==> config.mk <==
export PLATFORM = sky130hd
export DESIGN_NAME = axi_lite_initiator
export DESIGN_NICKNAME = d
export VERILOG_FILES = /design/src/rtl/axi_lite_pkg.sv /design/src/rtl/axi_lite_initiator_sticky_bit.sv /design/src/rtl/axi_lite_initiator.sv
export SDC_FILE = /design/constraint.sdc
export NUM_CORES = 1
export LEC_CHECK = 0
export BUFFER_PORTS_ARGS = -buffer_cell sky130_fd_sc_hd__buf_2
export CORE_MARGIN = 3
export CORE_UTILIZATION = 40
export CTS_CLUSTER_SIZE = 28
export DETAILED_ROUTE_END_ITERATION = 10
export PLACE_DENSITY = 0.81
export RECOVER_POWER = 25
export SYNTH_ARGS = -nofsm -noshare
export SYNTH_HDL_FRONTEND = slang
export SYNTH_SLANG_ARGS = --single-unit
==> constraint.sdc <==
create_clock -name axi_clk -period 3.4 [get_ports axi_clk]
set_input_delay 0.17 -clock axi_clk [delete_from_list [all_inputs] [get_ports axi_clk]]
set_output_delay 0.17 -clock axi_clk [all_outputs]
set_load 0.1 [all_outputs]
==> src/rtl/axi_lite_pkg.sv <==
// Shared AXI-Lite definitions: response codes and the initiator's state encoding.
package axi_lite_pkg;
    localparam logic [1:0] RESP_OKAY   = 2'b00;
    localparam logic [1:0] RESP_EXOKAY = 2'b01;
    localparam logic [1:0] RESP_SLVERR = 2'b10;
    localparam logic [1:0] RESP_DECERR = 2'b11;

    typedef enum logic [2:0] {
        IDLE,
        WRITE_AW_W,
        WRITE_RESP,
        READ_AR,
        READ_RESP
    } state_t;
endpackage

==> src/rtl/axi_lite_initiator_sticky_bit.sv <==
// Set-and-hold flag: remembers that a channel handshake has happened until cleared.
module sticky_bit (
    input  logic axi_clk,
    input  logic axi_reset,
    input  logic set,
    input  logic clr,
    output logic q
);
    always_ff @(posedge axi_clk or posedge axi_reset) begin
        if (axi_reset)  q <= 1'b0;
        else if (clr)   q <= 1'b0;
        else if (set)   q <= 1'b1;
    end
endmodule

==> src/rtl/axi_lite_initiator.sv <==
// Single-outstanding AXI-Lite initiator: turns a req/ready user strobe into one
// AXI-Lite write or read and reports the response with a one-cycle done pulse.
module axi_lite_initiator
    import axi_lite_pkg::*;
#(
    parameter int AXI_ADDR_WIDTH = 20,
    parameter int AXI_DATA_WIDTH = 16
) (
    input  logic                        axi_clk,
    input  logic                        axi_reset,
    input  logic                        req,
    output logic                        ready,
    input  logic                        write_enable,
    input  logic [AXI_ADDR_WIDTH-1:0]   addr,
    input  logic [AXI_DATA_WIDTH-1:0]   write_data,
    output logic                        write_done,
    output logic [AXI_DATA_WIDTH-1:0]   read_data,
    output logic                        read_data_valid,
    output logic [1:0]                  resp,
    output logic [AXI_ADDR_WIDTH-1:0]   axi_awaddr,
    output logic                        axi_awvalid,
    input  logic                        axi_awready,
    output logic [AXI_DATA_WIDTH-1:0]   axi_wdata,
    output logic [AXI_DATA_WIDTH/8-1:0] axi_wstrb,
    output logic                        axi_wvalid,
    input  logic                        axi_wready,
    input  logic [1:0]                  axi_bresp,
    input  logic                        axi_bvalid,
    output logic                        axi_bready,
    output logic [AXI_ADDR_WIDTH-1:0]   axi_araddr,
    output logic                        axi_arvalid,
    input  logic                        axi_arready,
    input  logic [AXI_DATA_WIDTH-1:0]   axi_rdata,
    input  logic [1:0]                  axi_rresp,
    input  logic                        axi_rvalid,
    output logic                        axi_rready
);
    state_t                    state;
    logic [AXI_ADDR_WIDTH-1:0] addr_q;
    logic [AXI_DATA_WIDTH-1:0] wdata_q;
    logic                      aw_flag, w_flag;
    logic                      aw_hs, w_hs, aw_done, w_done, flag_clr;

    assign ready      = (state == IDLE);
    assign axi_awaddr = addr_q;
    assign axi_araddr = addr_q;
    assign axi_wdata  = wdata_q;
    assign axi_wstrb  = '1;

    assign aw_hs    = axi_awvalid && axi_awready;
    assign w_hs     = axi_wvalid && axi_wready;
    assign flag_clr = (state != WRITE_AW_W);
    // A channel counts as done if it handshook earlier or is handshaking now.
    assign aw_done  = aw_flag || aw_hs;
    assign w_done   = w_flag || w_hs;

    sticky_bit u_aw_done (.axi_clk(axi_clk), .axi_reset(axi_reset), .set(aw_hs), .clr(flag_clr), .q(aw_flag));
    sticky_bit u_w_done  (.axi_clk(axi_clk), .axi_reset(axi_reset), .set(w_hs),  .clr(flag_clr), .q(w_flag));

    always_ff @(posedge axi_clk or posedge axi_reset) begin
        if (axi_reset) begin
            state           <= IDLE;
            addr_q          <= '0;
            wdata_q         <= '0;
            axi_awvalid     <= 1'b0;
            axi_wvalid      <= 1'b0;
            axi_bready      <= 1'b0;
            axi_arvalid     <= 1'b0;
            axi_rready      <= 1'b0;
            write_done      <= 1'b0;
            read_data_valid <= 1'b0;
            read_data       <= '0;
            resp            <= RESP_OKAY;
        end else begin
            write_done      <= 1'b0;
            read_data_valid <= 1'b0;
            case (state)
                IDLE: if (req) begin
                    addr_q  <= addr;
                    wdata_q <= write_data;
                    if (write_enable) begin
                        state       <= WRITE_AW_W;
                        axi_awvalid <= 1'b1;
                        axi_wvalid  <= 1'b1;
                    end else begin
                        state       <= READ_AR;
                        axi_arvalid <= 1'b1;
                    end
                end
                WRITE_AW_W: begin
                    if (aw_hs) axi_awvalid <= 1'b0;
                    if (w_hs)  axi_wvalid  <= 1'b0;
                    if (aw_done && w_done) begin
                        state      <= WRITE_RESP;
                        axi_bready <= 1'b1;
                    end
                end
                WRITE_RESP: if (axi_bvalid && axi_bready) begin
                    resp       <= axi_bresp;
                    write_done <= 1'b1;
                    axi_bready <= 1'b0;
                    state      <= IDLE;
                end
                READ_AR: if (axi_arvalid && axi_arready) begin
                    axi_arvalid <= 1'b0;
                    axi_rready  <= 1'b1;
                    state       <= READ_RESP;
                end
                READ_RESP: if (axi_rvalid && axi_rready) begin
                    read_data       <= axi_rdata;
                    resp            <= axi_rresp;
                    read_data_valid <= 1'b1;
                    axi_rready      <= 1'b0;
                    state           <= IDLE;
                end
                default: state <= IDLE;
            endcase
        end
    end
endmodule

==> results.py <==
metrics = {
    "grt": {
        "grt_max_degree": 42,
        "grt_overflow_total": 0,
        "grt_pass1_vias": 1883,
        "track_usage": 0.143,
        "antenna_found_initial": 0,
        "grt_pass1_wl_um": 8770,
    },
    "logic_synthesis": {
        "synthDistinctLibCells": 29,
        "synth_top_area_frac": 0.590,
        "ys_ff_latch": 66,
        "ys_seq_area_frac": 0.590,
        "synthTopCellsByArea": "dfrtp_1 59%, mux2_2 18%, buf_4 7.0%, mux2_4 3.8%, a21oi_1 1.8%",
        "avgSynthCellArea_sq_um": 13.7,
        "synth_area_sq_um": 2800,
        "netlist_instances": 205,
        "synth_largest_area_cell": "dfrtp_1",
        "yosysWarnings": 0,
    },
    "critical_path": {
        "arrival_ns": 2.24,
        "cp_slowest_cell": "and2_2",
        "path_buf_inv": 0,
        "slowest_delay_ns": 0.78,
        "path_class": "reg2reg",
        "critical_path_peak_fanout": 39,
        "path_cells": "nor2b_1, and2_2, mux2_2",
        "startpoint_type": "flip-flop",
        "cp.required_ns": 3.60,
        "end_kind": "flip-flop",
        "cpLargestDelayFamily": "simple AND/OR/NAND/NOR gates",
    },
    "route": {
        "num_vias": 2010,
        "drt-pass1-iter-count": 4,
        "ant_nets": 0,
        "dr.first_iter.drc_count": 64,
        "drc": 0,
        "via_per_inst": 4.65,
        "post_drt_wl_per_cell_um": 13.5,
        "wirelength_um": 5840,
    },
    "floorplan": {
        "fp.dieArea_sq_um": 8040,
        "die_h_um": 89.7,
        "core-area_sq_um": 6570,
        "die_x_um": 89.7,
        "io_pins": 149,
        "start_util": 0.426,
        "row_count": 29,
    },
    "timing": {
        "relSlewSlack": -0.0465,
        "fin_crit_sh": 0.597,
        "period_minus_slack_ns": 2.03,
        "drv_slew": 42,
        "hold_violations": 0,
        "tightest_slew_ns": 1.57,
        "tns_ns": 0,
        "setup_violations": 0,
        "finClkSkew_ns": 0.00833,
        "fmax_mhz": 492,
        "rsz0062_at_grt": "no",
        "whs_ns": 0.0220,
    },
    "clock_network": {
        "numCtsBuffers": 9,
        "postCtsSetupBuffers": 0,
        "clkSlewWorstSetupHoldPaths_ns": 0.07,
        "cts_hold_buffers": 0,
        "clock_latency_ns": 0.33,
        "cts-root-buf": "clkbuf_8",
        "cts_tree": "yes",
        "h-tree-depth": 3,
        "cts_resized": 0,
        "clock_sinks": 66,
        "cts_max_path_buffers": 2,
    },
    "layout": {
        "finish.utilization": 0.555,
        "diodes": 0,
        "nets": 399,
        "area_growth_pct": 30.3,
        "drive_above_1_share": 0.646,
    },
    "min_path": {
        "hold_path.class": "in2reg",
    },
    "place": {
        "io_buffers": 146,
        "dp_hpwl_um": 4330,
        "gp_congestion": 0.727,
    },
    "outcome": {
        "violations": "max-capacitance violations, max-slew violations",
        "status": "complete, but fails checks",
    },
    "job": {
        "maxCapViolations": 1,
    },
}
-- worst paths after layout --
kind	from	end	slack [ns]	depth (start not counted)
setup / recovery	state[2]	axi_araddr[17]	1.37	3
hold / removal	axi_wready	axi_wvalid	0.02	2
setup reg to reg	state[2]	axi_araddr[17]	1.37	3
hold reg to reg	axi_wdata[5]	axi_wdata[5]	0.50	1
max in group asynchronous	axi_reset	axi_wdata[4]	2.00	3
min in group asynchronous	axi_reset	axi_rready	0.30	2
-- cells in the final DEF (no fill, tap or decap), types with 4 or more instances in the layout --
master,synthesis,layout
clkbuf_8,0,10
nor2_1,9,9
nand2_1,8,8
mux2_4,7,7
dfrtp_1,66,66
a21oi_1,10,10
buf_2,3,146
mux2_2,45,45
nor3_1,4,4
-- sequential cells by signal, summed over array words and instances, names as in the netlist --
signal	flops
u_w_done.q	1
axi_arvalid	1
axi_bready	1
read_data	16
resp	2
axi_awvalid	1
write_done	1
axi_araddr	20
read_data_valid	1
state	3
u_aw_done.q	1
axi_wvalid	1
axi_wdata	16
axi_rready	1
-- layer usage --
metal | part of all wire | routed length (um) | up-vias | global-route usage
met3 | 0.086 | 503 | 11 | 0.0328
met2 | 0.48 | 2810 | 100 | 0.242
met5 | 0 | 0 | - | 0
met4 | 0.016 | 93 | 0 | 0.0663
met1 | 0.42 | 2430 | 960 | 0.173
li1 | - | - | 939 | -
-- stage by stage --
| stage | area (sq um) | setup slack [ns] | instances |
|---|---|---|---|
| after floorplan | 2800 | 0.629 | 206 |
| after global placement | 3430 | 1.40 | 416 |
| after detailed placement | 3430 | 1.37 | 416 |
| after CTS | 3650 | 1.36 | 432 |
| after global routing | 3650 | 1.25 | 432 |
| final | 3650 | 1.37 | 432 |
-- cell families after synthesis --
| family | after synthesis | synth area share |
|---|---|---|
| flops | 66 | 0.590 |
| mux | 52 | 0.219 |
| compound gates | 19 | 0.0384 |
| buf+inv | 33 | 0.0881 |
| simple gates | 34 | 0.0635 |
| other cells | 1 | 0.00134 |
-- worst reg2reg max path, stage by stage (launching register included) --
cell     delay (ns)
dfrtp_1        0.50
nor2b_1        0.21
and2_2         0.78
mux2_2         0.43
-- synth_stat cells --
cell      count
dfrtp_1      66
mux2_2       45
buf_4        26
a21oi_1      10
nor2_1        9
nand2_1       8
mux2_4        7
nor3_1        4
buf_2         3
nor2b_1       3
o21ai_0       3
o22ai_1       3
inv_1         2
a22oi_1       1
a31oi_1       1
a32o_1        1
and2_1        1
and3_1        1
buf_12        1
clkinv_4      1
conb_1        1
nand2b_1      1
nand3_1       1
nand3_2       1
nand3b_1      1
nor3b_1       1
or3_1         1
or3_4         1
or3b_2        1
-- layout make-up --
class	count	area (sq um)
Fill cell	578	2920
Sequential cell	66	1650
Multi-Input combinational cell	107	906
Timing Repair Buffer	147	738
Clock buffer	11	141
Tap cell	93	116
Clock inverter	5	77.6
Inverter	3	16.3
Power is left out: the tool's default activity adds up to more than one toggle a clock period on the data nets, which glitch-free logic cannot reach.
